[config.mk]
export PLATFORM = sky130hd
export DESIGN_NAME = counter_sequencer
export DESIGN_NICKNAME = d
export VERILOG_FILES = /design/src/rtl/counter_sequencer_pkg.sv /design/src/rtl/counter_sequencer.sv
export SDC_FILE = /design/constraint.sdc
export NUM_CORES = 1
export LEC_CHECK = 0
export CAP_MARGIN = 5
export CORE_AREA = 2 2 65 67
export CTS_BUF_LIST = sky130_fd_sc_hd__clkbuf_4
export CTS_CLUSTER_SIZE = 12
export DETAILED_ROUTE_END_ITERATION = 12
export DIE_AREA = 0 0 67 69
export GPL_ROUTABILITY_DRIVEN = 0
export PLACE_DENSITY = 0.5
export SLEW_MARGIN = 25
export SYNTH_ARGS = -nofsm -noshare
export SYNTH_HDL_FRONTEND = slang
export SYNTH_SLANG_ARGS = --single-unit
[constraint.sdc]
create_clock -name clock_i -period 2.3 [get_ports clock_i]
set_input_delay 0.575 -clock clock_i [delete_from_list [all_inputs] [get_ports clock_i]]
set_output_delay 0.575 -clock clock_i [all_outputs]
set_load 0.1 [all_outputs]
[src/rtl/counter_sequencer_pkg.sv]
// Shared types and defaults for the counter run controller.
package counter_sequencer_pkg;

   localparam int unsigned DEF_WIDTH        = 4;
   localparam int unsigned DEF_REPEAT_WIDTH = 4;

   typedef enum logic [1:0] {
      ST_IDLE,
      ST_CLEAR,
      ST_RUN,
      ST_DONE
   } state_t;

   typedef struct packed {
      logic [DEF_WIDTH-1:0]        limit;
      logic                        periodic;
      logic [DEF_REPEAT_WIDTH-1:0] repeat_cnt;
   } cfg_t;

endpackage

[src/rtl/counter_sequencer.sv]
// Run controller for the enable counter: clear, gate enable up to a terminal
// value, optionally reload for a programmed number of periods.
module counter_sequencer
   import counter_sequencer_pkg::*;
#(
   parameter int unsigned WIDTH        = DEF_WIDTH,
   parameter int unsigned REPEAT_WIDTH = DEF_REPEAT_WIDTH
) (
   input  logic                    clock_i,
   input  logic                    reset_i,
   input  logic                    cfg_we_i,
   input  logic [WIDTH-1:0]        cfg_limit_i,
   input  logic                    cfg_periodic_i,
   input  logic [REPEAT_WIDTH-1:0] cfg_repeat_i,
   input  logic                    start_i,
   input  logic                    stop_i,
   input  logic                    pause_i,
   input  logic [WIDTH-1:0]        counter_value_i,
   output logic                    count_enable_o,
   output logic                    counter_clear_o,
   output logic                    busy_o,
   output logic                    wrap_o,
   output logic                    done_o,
   output logic [REPEAT_WIDTH-1:0] repeat_left_o
);

   typedef struct packed {
      logic [WIDTH-1:0]        limit;
      logic                    periodic;
      logic [REPEAT_WIDTH-1:0] repeat_cnt;
   } run_cfg_t;

   state_t                  r_state;
   state_t                  w_next;
   run_cfg_t                r_cfg;
   run_cfg_t                r_shadow;
   logic [REPEAT_WIDTH-1:0] r_repeat_left;
   logic                    r_wrap;
   logic                    w_at_limit;
   logic                    w_load;
   logic                    w_reload;

   assign w_at_limit    = (counter_value_i == r_shadow.limit);
   assign busy_o        = (r_state != ST_IDLE);
   assign repeat_left_o = r_repeat_left;

   always_comb begin
      w_next          = r_state;
      w_load          = 1'b0;
      w_reload        = 1'b0;
      count_enable_o  = 1'b0;
      counter_clear_o = 1'b0;
      done_o          = 1'b0;
      wrap_o          = r_wrap;
      case (r_state)
         ST_IDLE: begin
            if (start_i) begin
               w_next = ST_CLEAR;
               w_load = 1'b1;
            end
         end
         ST_CLEAR: begin
            counter_clear_o = 1'b1;
            w_next          = ST_RUN;
         end
         ST_RUN: begin
            count_enable_o = !pause_i && !w_at_limit;
            // A paused cycle holds RUN completely, including the exit decision.
            if (!pause_i && w_at_limit) begin
               if (r_shadow.periodic &&
                   (r_shadow.repeat_cnt == '0 || r_repeat_left != '0)) begin
                  w_next   = ST_CLEAR;
                  w_reload = 1'b1;
               end else begin
                  w_next = ST_DONE;
               end
            end
         end
         ST_DONE: begin
            done_o = 1'b1;
            w_next = ST_IDLE;
         end
         default: w_next = ST_IDLE;
      endcase
      // Abort overrides every event and leaves the counter untouched.
      if (stop_i) begin
         w_next          = ST_IDLE;
         w_load          = 1'b0;
         w_reload        = 1'b0;
         count_enable_o  = 1'b0;
         counter_clear_o = 1'b0;
         done_o          = 1'b0;
         wrap_o          = 1'b0;
      end
   end

   always_ff @(posedge clock_i) begin
      if (reset_i) begin
         r_state       <= ST_IDLE;
         r_cfg         <= '0;
         r_shadow      <= '0;
         r_repeat_left <= '0;
         r_wrap        <= 1'b0;
      end else begin
         r_state <= w_next;
         r_wrap  <= w_reload;
         if (r_state == ST_IDLE && cfg_we_i) begin
            r_cfg <= '{limit: cfg_limit_i, periodic: cfg_periodic_i, repeat_cnt: cfg_repeat_i};
         end
         if (w_load) begin
            r_shadow      <= r_cfg;
            r_repeat_left <= r_cfg.repeat_cnt;
         end else if (w_reload && r_shadow.repeat_cnt != '0) begin
            r_repeat_left <= r_repeat_left - 1'b1;
         end
      end
   end

endmodule
=== Word level (Yosys, flattened, before mapping) ===
Cells that the tools add are included.

* Add/subtract/negate cells: 1
* Eq/ne operators: 6
* Multiplexer cells: 20
* Reductions and logical operators: 16

{| class="wikitable"
|+ Operators by type and width
! operator !! number
|-
| 1-bit two-way mux || 14
|-
| 4-bit two-way mux || 2
|-
| 2-bit one-hot mux with 4 select lines || 1
|-
| 4-bit nonzero test || 2
|-
| 2-bit two-way mux || 3
|-
| 1-bit logical AND || 5
|-
| 2-bit equality test (second input constant) || 2
|-
| 4-bit equality test || 1
|-
| 4-bit logical NOT || 1
|-
| 2-bit != test (second input constant) || 2
|-
| 2-bit nonzero test || 2
|-
| 4-bit by 1-bit subtractor with 4-bit output (second input constant) || 1
|-
| 2-bit by 1-bit equality test with 1-bit output (second input constant) || 1
|-
| 1-bit logical NOT || 2
|-
| 2-bit logical NOT || 1
|-
| 2-bit AND reduction || 1
|-
| 2-bit OR reduction || 1
|-
| 1-bit logical OR || 1
|}

* Bits in registers: 25
* Input port bits: 19
* Output and inout bits: 9
* Logic and storage cells: 52

=== Longest topological paths before layout ===
Gate-level depths: netlist of the first run.

* Depth in word-level cells: 10
* Mapped depth: 7
* Gate-level depth less buffers: 6

=== Worst setup path before layout of the first run ===
Ideal clock, no wire load.

* Path kind: input to output
* Start: input stop_i
* End: output counter_clear_o
* Arrival time: 2.763 ns
* Data required time: 1.725 ns
* Slack: -1.038 ns
* Stages on the path: 1
* Path buffers: 0
* Path through: nor3b_1

* Longest elaborated chain between the ends: 1

{| class="wikitable"
|+ RTL lines
! item !! line !! text
|-
| from (decl) || counter_sequencer.sv:16 || <nowiki>input logic stop_i,</nowiki>
|-
| 1-bit two-way mux || counter_sequencer.sv:86 || <nowiki>if (stop_i) begin</nowiki>
|-
| to (decl) || counter_sequencer.sv:20 || <nowiki>output logic counter_clear_o,</nowiki>
|}

No other way between the ends.

=== Final worst setup path of the first run ===
* Start: input pause_i
* End: output count_enable_o

* Longest elaborated chain between the ends: 4

{| class="wikitable"
|+ RTL lines
! item !! line !! text
|-
| from (decl) || counter_sequencer.sv:17 || <nowiki>input logic pause_i,</nowiki>
|-
| 1-bit logical NOT || counter_sequencer.sv:67 || <nowiki>count_enable_o = !pause_i && !w_at_limit;</nowiki>
|-
| 1-bit logical AND || counter_sequencer.sv:67 ||
|-
| 1-bit two-way mux || counter_sequencer.sv:55 || <nowiki>case (r_state)</nowiki>
|-
| 1-bit two-way mux || counter_sequencer.sv:86 ||
|-
| to (decl) || counter_sequencer.sv:19 || <nowiki>output logic count_enable_o,</nowiki>
|}

No other way between the ends.

==> flow_summary.toml, run 1 <==
[placement]
hpwl_um = 2000
placed_cells = 217
numPortBuffers = 27

[pwr]
p_leak_uw = 0.000630
power_density_nw_per_um2 = 527
irDropWorstVdd_mv = 0.270
power_uw = 852

[die]
start_util_pct = 29.3
row_count = 23
dieWidth_um = 67
die_area_um2 = 4620
ios = 28
die_h_um = 69
core_area_um2 = 3910

[sta]
fin_crit_sh_pct = 98.6
finalHoldViolCount = 0
tightest_slew_ns = 0.399
setup_violations = 0
clock_skew_ns = 0.00340
period_minus_slack_ns = 2.27
max_freq_mhz = 441
rsz0062_at_grt = "no"
max-slew-margin-rel_pct = 73.3
drv_slew = 0

[route]
vias = 1042
ant_nets = 0
detail_route.vias_per_cell = 4.69
remaining_drc_errors = 0
wl_um = 2670
first_pass_iters = 4
wire_per_inst_um = 12.0
dr.first_iter.drc_count = 32

[logic_synthesis]
yosysMostFrequentCell = "nand2_1"
syn_area_um2 = 1150
synth-edff-count = 0
ys_async_sr_fraction_pct = 0
ys_ff_latch = 25
yosys-top-cells-count = "nand2_1 (37), dfxtp_1 (25), a21oi_1 (18)"
yosysTopAreaCell = "dfxtp_1"
synth_cell_types = 32
syn-num-nets = 160
ys_seq_area_share_pct = 43.6
synth.area.top_cells = "dfxtp_1 (44%), nand2_1 (12%), a21oi_1 (7.8%), xor2_1 (3.1%), clkbuf_1 (2.3%)"
yosys_warnings = 0
yosysTopAreaCellShare_pct = 43.6
synth_ff_type = "dfxtp_1"
syn_inst = 139
avgSynthCellArea_um2 = 8.26

[status]
outcome = "finished, final reports clean"

[global_route]
grt_use_total_pct = 12.5
grt_overflow = 0
grt_pass1_vias = 1026
grt_max_degree = 22
grt_pass1_wl_um = 4570
antenna_found_initial = 0

[clock_tree]
cts_tree = "yes"
h-tree-depth = 1
cts_root_buf = "clkbuf_4"
clkTransAtPathRegs_ns = 0.14
clock_path_buffers = 2
clock_latency_ns = 0.32
cts_buffers = 3
clock-sinks = 25

[setup_path]
crit_slowest_cell = "or4b_4"
cp.required_ns = 1.73
crit_path_end_kind = "output pin"
critical_path.cell_chain = "dlygate4sd2_1, or4b_4, nor2_4, buf_12"
cp_slowest_stage_delay_ns = 0.54
arrival_ns = 1.69
cp-start-kind = "primary input"
path_class = "in2out"
crit_fanout = 2

[final_layout]
nets = 194
areaGrowthSynthToFinish_pct = 40.7
drive_gt1_share_pct = 20.9
final_cells = 222
num_antenna_cells = 0

[min_path]
hold_path_class = "reg2reg"

[flow_run]
max-cap-violations = 0
==> critical path, delay by kind of cell <==
| family | cells | cell delay, ns |
|---|---|---|
| and+or+nand+nor | 2 | 0.68 |
| buffers and inverters | 2 | 0.44 |
==> state kept, by name, indices dropped and copies added, names as in the netlist <==
| signal | count |
|---|---|
| r_state | 2 |
| r_cfg | 9 |
| repeat_left_o | 4 |
| r_wrap | 1 |
| r_shadow | 9 |
==> placed cells by master (no fill, tap or decap), types with 3 or more instances in the layout <==
| cell type | count |
|---|---|
| a21oi_1 | 18 |
| buf_12 | 6 |
| buf_4 | 13 |
| clkbuf_4 | 3 |
| clkdlybuf4s50_1 | 12 |
| dfxtp_1 | 22 |
| dfxtp_2 | 3 |
| dlygate4sd2_1 | 6 |
| inv_1 | 7 |
| nand2_1 | 37 |
| nand4_1 | 3 |
| nor2_1 | 4 |
| nor3_1 | 3 |
| nor4_1 | 3 |
| xor2_1 | 4 |
==> report_power, final <==
| part | switching (uW) | internal [uW] | leakage, uW |
|---|---|---|---|
| Clock | 138 | 66.4 | 0.0000139 |
| Sequential | 15.2 | 452 | 0.000205 |
| Combinational | 104 | 76.5 | 0.000410 |
| Total | 257 | 595 | 0.000630 |
==> metrics by stage <==
step / util, % / setup TNS [ns] / cell area (um2) / hold WS [ns] / setup slack, ns
floorplan: - / -0.0466 / 1170 / 0.432 / -0.0466
global placement: 40.5 / -0.472 / 1590 / 0.444 / -0.144
detailed placement: 40.5 / -0.700 / 1590 / 0.450 / -0.186
CTS: 41.3 / 0 / 1620 / 0.470 / 0.0267
global route: 41.3 / 0 / 1620 / 0.488 / 0.00243
finish: 41.3 / 0 / 1620 / 0.469 / 0.0328
==> timing repair <==
item / CTS / global route
resized for setup: 6 / 1
cloned: 0 / 0
pin swaps: 3 / 0
endpoints found under the setup margin: 1 / 1
hold buffers: 0 / 0
buffers inserted: 1 / 0
==> metal layers <==
layer	up-vias	part of all wire [%]	track usage, %
met5	-	0	0
met4	0	0.56	3.40
met3	2	3.9	2.45
met2	18	47	20.2
met1	480	49	16.7
li1	542	-	-
==> path summary, 6_finish.rpt <==
check	startpoint	endpoint	slack (ns)	cells after the start
min	r_cfg[4]	r_shadow[4]	0.47	2
max	pause_i	count_enable_o	0.03	4
max reg2reg	r_state[0]	repeat_left_o[3]	0.30	6
min reg2reg	r_cfg[4]	r_shadow[4]	0.47	2
==> final cells by class <==
| type | instances | area (um2) |
|---|---|---|
| fillers | 420 | 2300 |
| multi-input cells | 99 | 603 |
| flip-flops and latches | 25 | 504 |
| repair buffers | 37 | 390 |
| well taps | 50 | 62.6 |
| inverters | 7 | 26.3 |
| clock buffers | 3 | 22.5 |
| clock inverters | 1 | 7.51 |
==> cells by family (layout without fill, tap and decap cells) <==
family | after synthesis | after routing | synth area share [%]
AO/OA/AOI/OAI | 28 | 28 | 16.1
XOR/XNOR | 5 | 5 | 3.81
adder cells (fa/ha/maj) | 2 | 2 | 2.18
buffers and inverters | 15 | 48 | 5.23
flip-flops | 25 | 25 | 43.6
AND/OR/NAND/NOR | 64 | 64 | 29.1
No activity file was read; power rests on OpenSTA's default activity.
==> run 2, diff against run 1 <==
Settings changed: CORE_AREA 2 2 65 67 to 2 2 51 53, CTS_CLUSTER_SIZE 12 to 16, DIE_AREA 0 0 67 69 to 0 0 53 55, PLACE_DENSITY 0.5 to 0.77.
==> run 2 against run 1 <==
Compared with the run above:
- setup slack improved by 0.040 ns
- maximum frequency increased by 1.8%
- combinational power about the same
- die area decreased by 37%
- first-iteration DRC count decreased by 56%
- total power decreased by 1.2%
- sequential power about the same
- largest power group unchanged
==> flow_summary.toml, run 2 (synthesis results as in run 1) <==
[pwr]
power_density_nw_per_um2 = 533
intPower_uw = 592
irDropWorstVdd_mv = 0.360
p_clk_share_pct = 23.5
p_leak_uw = 0.000638
pwr-share-comb_pct = 21.1
power_uw = 842
power_frac_seq_pct = 55.4
p_sw_share_pct = 29.7
power.switching_uw = 250

[sta]
max_freq_mhz = 449
rsz0062_at_grt = "no"
clock_skew_ns = 0.00548
max-slew-margin-rel_pct = 77.0
setup_violations = 0
fin_crit_sh_pct = 96.8
timing.final.ws_setup_ns = 0.0732
drv_slew = 0
period_minus_slack_ns = 2.23
tightest_slew_ns = 0.343
finalHoldViolCount = 0

[die]
die_h_um = 55
die_area_um2 = 2920
start_util_pct = 48.6
ios = 28
dieWidth_um = 53
core_area_um2 = 2360
row_count = 18

[setup_path]
path_class = "in2out"
crit_path_end_kind = "output pin"
cp.required_ns = 1.73
cp-start-kind = "primary input"
arrival_ns = 1.65
crit_fanout = 2

[route]
detail_route.vias_per_cell = 5.07
vias = 1024
dr.first_iter.drc_count = 14
first_pass_iters = 4
ant_nets = 0
wl_um = 2430
remaining_drc_errors = 0
wire_per_inst_um = 12.0

[clock_tree]
cts_tree = "yes"
clock_path_buffers = 2
cts_buffers = 3
ctsHoldBuffers = 0
clock_latency_ns = 0.32
clkTransAtPathRegs_ns = 0.14
clock-sinks = 25
cts_root_buf = "clkbuf_4"
h-tree-depth = 1

[global_route]
antenna_found_initial = 0
grt_overflow = 0
grt_use_total_pct = 20.2
grt_pass1_wl_um = 4260
grt_pass1_vias = 962
grt_max_degree = 21

[final_layout]
fin_util_pct = 66.8
num_antenna_cells = 0
final_common_cell = "nand2_1"
final_cells = 202
drive_gt1_share_pct = 20.9
areaGrowthSynthToFinish_pct = 37.6
mostFrequentLayoutCells = "nand2_1 (37), dfxtp_1 (22), a21oi_1 (18), buf_4 (14), clkdlybuf4s50_1 (12)"
nets = 194

[placement]
numPortBuffers = 27
hpwl_um = 1850
pre_cts_ws_ns = -0.174
placed_cells = 197

[flow_run]
max-cap-violations = 0

[status]
outcome = "finished, final reports clean"

[min_path]
hold_path_class = "reg2reg"
## run 2: cell types whose count changed in the layout (fill, tap and decap cells not counted), sizes merged
cell,change
clkinv,+1
clkinvlp,-1
dlygate4sd2,-1
dlymetal6s2s,+1
## run 2: what timing repair did
| action | CTS | global route |
|---|---|---|
| pin swaps | 3 | 2 |
| buffers inserted | 1 | 0 |
| endpoints found under the setup margin | 1 | 1 |
| gates resized for setup | 5 | 2 |
| endpoints found under the hold margin | 0 | 0 |
## run 2: cell type report
| type | count | area [um2] |
|---|---|---|
| Clock inverter | 1 | 5.00 |
| Clock buffer | 3 | 22.5 |
| Fill cell | 204 | 785 |
| Inverter | 7 | 26.3 |
| Timing Repair Buffer | 37 | 382 |
| Multi-Input combinational cell | 99 | 603 |
| Sequential cell | 25 | 504 |
| Tap cell | 30 | 37.5 |
## run 2: metrics by stage
stage	TNS [ns]	hold slack (ns)	instance area [um2]
after detailed placement	-0.565	0.448	1550
after floorplan	-0.0466	0.432	1170
final	0	0.468	1580
after global placement	-0.407	0.444	1550
after CTS	0	0.466	1580
after global routing	0	0.489	1580
## run 2: worst max-delay path: stages
cell and delay (ns):
dlygate4sd2_1 0.24, or4b_4 0.54, nor2_4 0.12, buf_12 0.18
## run 2: power by group through the flow
stage | Combinational [uW] | Sequential (uW) | Clock [uW]
2_1_floorplan | 84.1 | 500 | 0
3_3_place_gp | 177 | 475 | 0
3_5_place_dp | 181 | 476 | 0
4_1_cts | 179 | 467 | 202
5_1_grt | 193 | 469 | 222
6_report | 178 | 466 | 198
## run 2: metal layers
layer	track usage, %	up-vias	part of all wire (%)
met2	35.6	26	48
met5	0	-	0
met1	24.9	455	47
met4	8.97	0	1.4
met3	2.42	4	3.9
li1	-	539	-
## run 2: final timing paths
kind               from                to  slack, ns  cells past startpoint
min reg2reg    r_cfg[8]          r_cfg[8]       0.47                      2
max             pause_i    count_enable_o       0.07                      4
max reg2reg  r_state[0]  repeat_left_o[3]       0.28                      6
min            r_cfg[8]          r_cfg[8]       0.47                      2
==> run 3, diff against run 2 <==
Settings changed: TNS_END_PERCENT from default to 5.
==> run 3 against run 2 <==
Compared with the run above:
- clock skew down 0.0024 ns
- hold slack worse by 0.0023 ns
- combinational power about the same
- sequential cell count unchanged
- clock-buffer cell count up 1
- final area down 0.16%
- register-to-register slack better by 0.02 ns
- maximum frequency down 1.4%
- setup slack worse by 0.032 ns
- via count up 4.1%
- global-route usage down 1.1 points
==> flow_summary.toml, run 3 (synthesis results as in run 1) <==
[status]
outcome = "finished, final reports clean"

[pwr]
intPower_uw = 606
p_clk_share_pct = 24.4
power.switching_uw = 246
power_density_nw_per_um2 = 540
p_sw_share_pct = 28.9
p_leak_uw = 0.000636
power_frac_seq_pct = 54.7
pwr-share-comb_pct = 20.9
irDropWorstVdd_mv = 0.363

[final_layout]
mostFrequentLayoutCells = "nand2_1 (37), dfxtp_1 (24), a21oi_1 (18), buf_4 (14), clkdlybuf4s50_1 (12)"
areaGrowthSynthToFinish_pct = 37.4
design_area_um2 = 1580
nets = 194
final_cells = 202
multi_input_area_um2 = 601
regArea_um2 = 502
drive_gt1_share_pct = 19.2
num_antenna_cells = 0
final_common_cell = "nand2_1"
num-fill-cells = 201

[sta]
fin_crit_sh_pct = 98.2
timing.final.ws_setup_ns = 0.0416
tightest_slew_ns = 0.378
finalHoldViolCount = 0
drv_slew = 0
max-slew-margin-rel_pct = 74.7
period_minus_slack_ns = 2.26
clock_skew_ns = 0.00312
rsz0062_at_grt = "no"
setup_violations = 0
max_freq_mhz = 443

[global_route]
antenna_found_initial = 0
grt_use_total_pct = 19.1
grt_pass1_wl_um = 3950
grt_pass1_vias = 938
grt_max_degree = 20
grt_overflow = 0

[route]
ant_nets = 0
wl_um = 2470
vias = 1066
remaining_drc_errors = 0
first_pass_iters = 4
detail_route.vias_per_cell = 5.28
dr.first_iter.drc_count = 11
wire_per_inst_um = 12.2

[placement]
placed_cell_area_um2 = 1540
pre_cts_ws_ns = -0.185
placed_cells = 197
hpwl_um = 1950
numPortBuffers = 27

[min_path]
hold_depth = 2
hold_path_class = "reg2reg"
min_from = "r_cfg[1]"

[setup_path]
critical_path.cell_chain = "dlygate4sd2_1, or4b_4, nor2_4, buf_12"
cp_slowest_stage_delay_ns = 0.54
cp.required_ns = 1.73
arrival_ns = 1.68
cp.depth = 4
cp-start-kind = "primary input"
path_class = "in2out"
crit_slowest_cell = "or4b_4"
reg2reg_depth = 6
r2r_slack_ns = 0.30
cp-startpoint = "pause_i"
crit_path_end_kind = "output pin"
crit_fanout = 2
crit_family = "simple AND/OR/NAND/NOR gates"
worstPathBufferInverterCount = 2
reg2reg_from = "r_state[0]"

[clock_tree]
h-tree-depth = 1
clkTransAtPathRegs_ns = 0.13
clock_latency_ns = 0.32
clock-sinks = 25
clock_path_buffers = 2
cts_root_buf = "clkbuf_4"
cts_tree = "yes"
cts_buffers = 3
ctsHoldBuffers = 0

[die]
ios = 28
die_area_um2 = 2920
core_area_um2 = 2360
dieWidth_um = 53
die_h_um = 55
row_count = 18
start_util_pct = 48.6

[flow_run]
max-cap-violations = 0
run 3: cell types whose count changed in the layout (fill, tap and decap cells not counted):
cell | previous run | this run
nor2b_2 | 1 | 0
nor2b_1 | 2 | 3
clkinv_2 | 1 | 0
dfxtp_1 | 22 | 24
dfxtp_2 | 3 | 1
clkbuf_4 | 3 | 4
run 3: worst paths after layout:
check                endpoint
min reg2reg          r_cfg[1]
max            count_enable_o
min                  r_cfg[1]
max reg2reg  repeat_left_o[3]
run 3: repair_timing:
action	4_1_cts	5_1_grt
buffers inserted	1	0
pin swaps	3	1
resized for setup	5	2
gates cloned	0	0
endpoints found under the setup margin	1	1
endpoints found under the hold margin	0	0
run 3: worst register-to-register path, stage by stage (launching register included):
cell and delay (ns):
dfxtp_1 0.39, or4b_4 0.58, buf_4 0.17, nor4b_4 0.24
buf_4 0.18, nand4_1 0.12, a311oi_2 0.26
run 3: area by class of cell:
| class | instances | area share [%] |
|---|---|---|
| flip-flops and latches | 25 | 31.8 |
| repair buffers | 37 | 24.2 |
| well taps | 30 | 2.38 |
| clock buffers | 4 | 1.90 |
| multi-input cells | 99 | 38.1 |
| inverters | 7 | 1.67 |
run 3: layer usage:
metal  share of wire [%]  track usage [%]
met2                  50             35.8
met1                  44             21.1
met4                 1.8             8.97
met5                   0                0
met3                 4.0             3.23
run 3: power by group through the flow:
stage	Sequential (uW)	Combinational (uW)	Clock, uW
floorplan	500	84.2	0
global placement	474	177	0
detailed placement	475	182	0
CTS	466	180	212
global route	468	193	232
finish	466	179	208
run 3: stage by stage:
stage	total power, uW	utilization (%)	setup TNS (ns)	hold WS, ns
2_1_floorplan	584	-	-0.292	0.432
5_1_grt	893	66.7	0	0.486
3_5_place_dp	658	65.2	-0.611	0.448
4_1_cts	857	66.6	0	0.467
3_3_place_gp	652	65.2	-0.417	0.444
6_report	852	66.7	0	0.466
